$ cat config.mk
export PLATFORM = sky130hd
export DESIGN_NAME = pulse_interval_meter
export DESIGN_NICKNAME = d
export VERILOG_FILES = /design/src/rtl/pulse_interval_meter.sv
export SDC_FILE = /design/constraint.sdc
export NUM_CORES = 1
export LEC_CHECK = 0
export ABC_AREA = 1
export ABC_CLOCK_PERIOD_IN_PS = 2510
export BUFFER_PORTS_ARGS = -buffer_cell sky130_fd_sc_hd__buf_2
export CELL_PAD_IN_SITES_DETAIL_PLACEMENT = 0
export CELL_PAD_IN_SITES_GLOBAL_PLACEMENT = 1
export CORE_MARGIN = 1
export CORE_UTILIZATION = 40
export DETAILED_ROUTE_END_ITERATION = 16
export HOLD_SLACK_MARGIN = 0.02
export PLACE_DENSITY_LB_ADDON = 0.08
export SETUP_SLACK_MARGIN = 0.15
export SYNTH_ARGS = -nofsm -noshare
export SYNTH_HDL_FRONTEND = slang
export SYNTH_SLANG_ARGS = --single-unit
export TNS_END_PERCENT = 30
$ cat constraint.sdc
create_clock -name clk -period 2.51 [get_ports clk]
set_clock_uncertainty 0.2 [all_clocks]
set_input_delay 0.753 -clock clk [delete_from_list [all_inputs] [get_ports clk]]
set_output_delay 0.753 -clock clk [all_outputs]
set_load 0.02 [all_outputs]
$ cat src/rtl/pulse_interval_meter.sv
// Measures clk-cycle intervals between consecutive pulse_in pulses and counts pulses.
// Optional idle timeout is enabled by defining PULSE_IVL_TIMEOUT_EN.
module pulse_interval_meter #(
  parameter int unsigned IVL_W   = 16,
  parameter int unsigned CNT_W   = 8,
  parameter int unsigned TIMEOUT = 1000
) (
  input  logic             clk,
  input  logic             rst,
  input  logic             en,
  input  logic             pulse_in,
  input  logic             clr,
  output logic             iv_valid,
  input  logic             iv_ready,
  output logic [IVL_W-1:0] iv_data,
  output logic             iv_sat,
  output logic [CNT_W-1:0] pulse_count,
  output logic             overrun,
  output logic             timeout
);

`ifdef PULSE_IVL_TIMEOUT_EN
  localparam bit TO_EN = 1'b1;
`else
  localparam bit TO_EN = 1'b0;
`endif

  localparam logic [IVL_W-1:0] CNT_MAX = '1;
  localparam logic [IVL_W-1:0] TO_VAL  = IVL_W'(TIMEOUT);
  localparam logic [IVL_W-1:0] CNT_ONE = IVL_W'(1);

  typedef enum logic {IDLE, MEASURE} state_t;

  state_t           state_q, state_d;
  logic [IVL_W-1:0] cnt_q, cnt_d;
  logic             iv_valid_q, iv_valid_d;
  logic [IVL_W-1:0] iv_data_q, iv_data_d;
  logic             iv_sat_q, iv_sat_d;
  logic [CNT_W-1:0] pulse_count_q, pulse_count_d;
  logic             overrun_q, overrun_d;
  logic             timeout_q, timeout_d;
  logic             capture;

  always_comb begin
    state_d   = state_q;
    cnt_d     = cnt_q;
    timeout_d = 1'b0;
    capture   = 1'b0;
    if (!en) begin
      state_d = IDLE;
    end else if (state_q == IDLE) begin
      if (pulse_in) begin
        state_d = MEASURE;
        cnt_d   = CNT_ONE;
      end
    end else if (pulse_in) begin
      capture = 1'b1;
      cnt_d   = CNT_ONE;
    end else if (TO_EN && (cnt_q == TO_VAL)) begin
      state_d   = IDLE;
      timeout_d = 1'b1;
    end else if (cnt_q != CNT_MAX) begin
      cnt_d = cnt_q + CNT_ONE;
    end
  end

  // A capture while the held result is being taken replaces it; otherwise it is dropped.
  always_comb begin
    iv_valid_d    = iv_valid_q;
    iv_data_d     = iv_data_q;
    iv_sat_d      = iv_sat_q;
    overrun_d     = clr ? 1'b0 : overrun_q;
    pulse_count_d = pulse_count_q;
    if (en && pulse_in) begin
      pulse_count_d = pulse_count_q + CNT_W'(1);
    end
    if (clr) begin
      pulse_count_d = '0;
    end
    if (capture) begin
      if (!iv_valid_q || iv_ready) begin
        iv_valid_d = 1'b1;
        iv_data_d  = cnt_q;
        iv_sat_d   = (cnt_q == CNT_MAX);
      end else begin
        overrun_d = 1'b1;
      end
    end else if (iv_valid_q && iv_ready) begin
      iv_valid_d = 1'b0;
    end
  end

  always_ff @(posedge clk) begin
    if (!rst) begin
      state_q       <= IDLE;
      cnt_q         <= '0;
      iv_valid_q    <= 1'b0;
      iv_data_q     <= '0;
      iv_sat_q      <= 1'b0;
      pulse_count_q <= '0;
      overrun_q     <= 1'b0;
      timeout_q     <= 1'b0;
    end else begin
      state_q       <= state_d;
      cnt_q         <= cnt_d;
      iv_valid_q    <= iv_valid_d;
      iv_data_q     <= iv_data_d;
      iv_sat_q      <= iv_sat_d;
      pulse_count_q <= pulse_count_d;
      overrun_q     <= overrun_d;
      timeout_q     <= timeout_d;
    end
  end

  assign iv_valid    = iv_valid_q;
  assign iv_data     = iv_data_q;
  assign iv_sat      = iv_sat_q;
  assign pulse_count = pulse_count_q;
  assign overrun     = overrun_q;
  assign timeout     = timeout_q;

endmodule
==> results.yml, run 1 <==
place:
  gp_congestion: 0.839
  place_hpwl_microns: 3610
  place_inst: 423
  portBuffers: 32
yosys:
  yosysSeqAreaShare_pct: 40.3
  synth_compound_area_share_pct: 13.5
  async_flop_share_pct: 0
  synth-simple-area-share_pct: 33.8
  netlist_area_sq_um: 2190
  synthMuxAreaShare_pct: 0
  synth_top_area_share_pct: 40.3
  syn_avg_cell_area_sq_um: 6.65
  synth_top_family_by_area: "simple AND/OR/NAND/NOR gates"
  netlist_instances: 329
  synth_nets: 337
  synth_seq_cells: 44
  synth_fa_ha_area_share_pct: 1.14
  synth_edf_count: 0
  synth_top_cell_by_area: "dfxtp_1"
  yosysWarnings: 0
  yosys-top-cells-area: "dfxtp_1, nand2_1, nor2_1, inv_1, o21ai_0"
  synth_cell_types: 26
  synth_xor_area_share_pct: 0
  synthFlopType: "dfxtp_1"
detailed_routing:
  drtPass1Iterations: 4
  route.detailed.drc: 0
  vias: 2023
  detail_route.wl_per_cell_microns: 11.6
  vias_per_cell: 4.69
  drtAntennaViolNets: 0
  drt_iter0_drc: 124
  wl_microns: 4980
clocking:
  cts_resized: 0
  clk-insertion-delay-late_ns: 0.29
  cts_hold_buf: 0
  cts_buffers: 5
  cts_setup_buffers: 0
  clockBufferDepth: 2
  cts-root-buf: "clkbuf_8"
  htreeDepth: 2
  cts_tree: "built"
  cts_sinks: 44
  path_clk_slew_ns: 0.08
layout:
  final_cell_mix: "nand2_1, nor2_1, dfxtp_1, inv_1, buf_2"
  drive_above_1_share_pct: 14.1
  fillCellCount: 550
  syn_to_final_growth_pct: 13.0
  fin_cells: 431
  insertedDiodeCount: 0
  final_common_cell: "nand2_1"
  nNetsFinal: 368
  final_util_pct: 47.8
global_route:
  busiest_layer: "met2"
  grt_pass1_wl_microns: 8630
  met3_usage_pct: 4.58
  grt_max_degree: 32
  grt_pass1_vias: 1884
  use_met1_pct: 24.1
  antenna_found_initial: 0
  grtUsageTotal_pct: 18.6
  met2_usage_pct: 30.9
  grt-ovfl-total: 0
run_status:
  status: "finished clean"
worst_hold_path:
  hold_class: "reg2reg"
critical_path:
  end_kind: "flip-flop"
  worstPathMaxFanout: 14
  cp.arrival_ns: 1.96
  cp-start-kind: "flip-flop"
  slowest_delay_ns: 0.39
  worstPathRequired_ns: 2.50
  cp_slowest_cell: "dfxtp_1"
  path_cells: "ha_1 -> nand2_2 -> nor2_2 -> nand2_2 -> nor2_4 -> nand3_4 -> nand2_4 -> nand2_1 -> nand2_1 -> nor2_1"
  worstSetupPathType: "reg2reg"
floorplanning:
  die_h_microns: 76.0
  fp-row-count: 26
  die_x_microns: 76.0
  core_sq_um: 5170
  io_pins: 34
  start_util_pct: 42.3
  die-area_sq_um: 5770
flow_run:
  drv_cap: 0
sta:
  drv_slew: 0
  worstMarginPinSlew_ns: 0.536
  setup_tns_ns: 0
  fin_crit_sh_pct: 78.2
  period_minus_slack_ns: 1.96
  setup_viol: 0
  slew_headroom_pct: 64.2
  worst_hold_slack_ns: 0.266
  fmax_mhz: 509
  hold_violations: 0
  rsz0062_at_grt: "false"
power_and_ir_drop:
  ir_worst_vdd_uv: 215
  power.total_w: 0.00132
  p_leak_nw: 1.12
  power.density_nw_per_um2: 535
## layout make-up
class / count / area (sq um) / area share, %
tap: 70 / 87.6 / 3.54
sequential: 44 / 881 / 35.6
clock buffer: 8 / 90.1 / 3.64
timing repair buffer: 36 / 190 / 7.69
multi-input combinational: 230 / 1060 / 43.0
inverter: 43 / 161 / 6.53
## synthesized netlist by cell type, types with 2 or more instances
master / number
nand4_1: 4
buf_6: 2
nor2_1: 45
nor3_1: 3
ha_1: 2
clkbuf_1: 6
a21oi_1: 27
buf_2: 2
o21ai_0: 29
inv_1: 43
nand3_1: 25
nand2_1: 81
nand2_2: 2
nand2_4: 2
nor2_2: 2
dfxtp_1: 44
## per-layer routing
metal  vias to the layer above  part of all wire [%]
met5                         -                     0
met4                         0                  0.84
met3                         5                   3.3
met2                        32                    45
met1                       879                    51
li1                       1107                     -
## per-stage QoR
stage | worst slack [ns] | instance area, sq um
2_1_floorplan | 0.710 | 2190
3_3_place_gp | 0.357 | 2380
3_5_place_dp | 0.341 | 2380
4_1_cts | 0.537 | 2470
5_1_grt | 0.317 | 2470
6_report | 0.546 | 2470
## state kept, by name (all words and copies together) (netlist names)
signal and count:
overrun 1, state_q 1, iv_sat 1, cnt_q 16, iv_data 16, pulse_count 8
iv_valid 1
## worst max-delay path, delay by kind of cell, from the launching register on
family	cells	cell delay, ns
and+or+nand+nor	9	1.04
adders and majority gates	1	0.23
DFF	1	0.39
## cell families after synthesis
logic type / Yosys count
AO/OA/AOI/OAI: 58
adder cells (fa/ha/maj): 2
buffers and inverters: 55
flip-flops: 44
other: 1
AND/OR/NAND/NOR: 169
## path summary, 6_finish.rpt
check | slack [ns] | from | to | cells after the start
setup / recovery | 0.55 | cnt_q[1] | cnt_q[10] | 10
hold / removal | 0.27 | overrun | overrun | 2
setup reg to reg | 0.55 | cnt_q[1] | cnt_q[10] | 10
hold reg to reg | 0.27 | overrun | overrun | 2
## where the power goes
part / internal (W) / leakage, nW / switching, W
logic: 0.0000391 / 0.718 / 0.0000863
registers: 0.000718 / 0.357 / 0.0000161
clock network: 0.000225 / 0.0455 / 0.000240
total: 0.000982 / 1.12 / 0.000342
(Power assumes the default switching activity.)
==> inputs of run 2 (changes only) <==
- ABC_CLOCK_PERIOD_IN_PS: 2510 -> 1800
- CORE_UTILIZATION: 40 -> 36
- clock period: 2.51 -> 1.8 ns (I/O delays scaled with it)
==> run 2 against run 1 <==
Count of clock-buffer cells in the layout is 2 lower. Sequential share of layout area is 3.5 points lower. Final area is 13% higher. Die area is 11% higher. Largest cell class unchanged.
==> results.yml, run 2 (synthesis results as in run 1) <==
run_status:
  status: "finished clean"
detailed_routing:
  wl_microns: 5470
  drt_iter0_drc: 70
  route.detailed.drc: 0
  drtPass1Iterations: 4
  detail_route.wl_per_cell_microns: 12.0
  drtAntennaViolNets: 0
  vias: 2125
  vias_per_cell: 4.65
critical_path:
  cp-start-kind: "flip-flop"
  r2r_start: "cnt_q[1]"
  worstPathMaxFanout: 10
  worstSetupPathType: "reg2reg"
  worst_r2r_path_depth: 11
  cp.arrival_ns: 1.72
  end_kind: "flip-flop"
  reg2reg_slack_ns: 0.09
  r2r_end: "cnt_q[8]"
  worstPathRequired_ns: 1.81
worst_hold_path:
  min_to: "overrun"
  worstHoldPathCells: 2
  holdCritStartpoint: "overrun"
  hold_class: "reg2reg"
floorplanning:
  core_sq_um: 5890
  die_x_microns: 80.0
  fp-row-count: 28
  die_h_microns: 80.0
  die-area_sq_um: 6390
  io_pins: 34
  start_util_pct: 37.2
clocking:
  cts_setup_buffers: 0
  clk-insertion-delay-late_ns: 0.30
  cts_sinks: 44
  cts_tree: "built"
  clockBufferDepth: 2
  path_clk_slew_ns: 0.09
  cts-root-buf: "clkbuf_8"
  htreeDepth: 2
  cts_buffers: 5
global_route:
  grt_max_degree: 22
  grt_pass1_wl_microns: 9310
  antenna_found_initial: 0
  grt_pass1_vias: 2036
  grt-ovfl-total: 0
  grtUsageTotal_pct: 19.0
place:
  portBuffers: 32
  place_ws_ns: 0.0139
  gp_congestion: 0.803
  place_hpwl_microns: 4110
sta:
  setup_viol: 0
  rsz0062_at_grt: "true"
  hold_violations: 0
  drv_slew: 0
  setup_tns_ns: 0
  fmax_mhz: 585
  fin_ws_ns: 0.0893
  period_minus_slack_ns: 1.71
  fin_crit_sh_pct: 95.0
power_and_ir_drop:
  power.density_nw_per_um2: 683
  ir_worst_vdd_uv: 300
  p_leak_nw: 1.26
layout:
  fillCellCount: 633
  insertedDiodeCount: 0
  syn_to_final_growth_pct: 27.2
  final_common_cell: "nand2_1"
  multi_input_area_sq_um: 1160
  seq_area_sq_um: 893
  drive_above_1_share_pct: 26.7
  final_cell_mix: "nand2_1, inv_1, nor2_1, dfxtp_1, buf_2"
  nNetsFinal: 389
flow_run:
  drv_cap: 0
run 2: repair_timing:
item / CTS / global route
pin swaps: 4 / 16
gates cloned: 0 / 0
endpoints found under the setup margin: 17 / 20
hold buffers: 0 / 0
resized for setup: 4 / 28
run 2: report_power, final:
part / internal, W / switching, W / total [W]
clock network: 0.000307 / 0.000352 / 0.000658
logic: 0.0000812 / 0.000139 / 0.000221
registers: 0.00100 / 0.0000210 / 0.00102
total: 0.00139 / 0.000512 / 0.00190
run 2: per-layer routing:
metal	vias to the layer above	GRT usage, %	wire, microns
li1	1145	-	-
met1	943	23.1	2720
met2	28	32.3	2510
met3	9	4.57	151
met4	0	6.79	89
met5	-	0	0
run 2: metrics by stage:
stage,util [%],instances,total power [W],hold slack (ns),instance area (sq um)
detailed placement,44.2,449,0.00125,0.251,2600
finish,47.3,457,0.00190,0.270,2780
global route,47.3,457,0.00201,0.302,2780
floorplan,-,329,0.00118,0.257,2210
CTS,46.0,457,0.00192,0.278,2710
global placement,44.2,449,0.00125,0.250,2600
run 2: critical path, cell delays in order (launching register included):
cell	delay, ns
dfxtp_4	0.37
ha_4	0.15
nand2_4	0.06
nor2_4	0.11
nand2_2	0.08
nor2_4	0.14
nand3_4	0.14
buf_12	0.17
nand3_1	0.06
nand2_1	0.05
inv_1	0.04
nor2_1	0.03
run 2: worst max path at each step:
stage | startpoint | to | slack [ns] | depth (start not counted)
6_report | cnt_q[1] | cnt_q[8] | 0.09 | 11
5_1_grt | cnt_q[1] | cnt_q[7] | 0.009 | 10
3_5_place_dp | pulse_in | iv_data[3] | 0.01 | 8
3_3_place_gp | cnt_q[1] | cnt_q[5] | 0.03 | 11
4_1_cts | cnt_q[1] | cnt_q[5] | 0.06 | 11
2_1_floorplan | cnt_q[1] | cnt_q[10] | 0.13 | 11
run 2: cell type report:
type	instances	area share [%]
Clock buffer	6	2.97
Inverter	43	5.80
Clock inverter	2	0.360
Tap cell	75	3.37
Multi-Input combinational cell	230	41.6
Sequential cell	44	32.1
Timing Repair Buffer	57	13.8
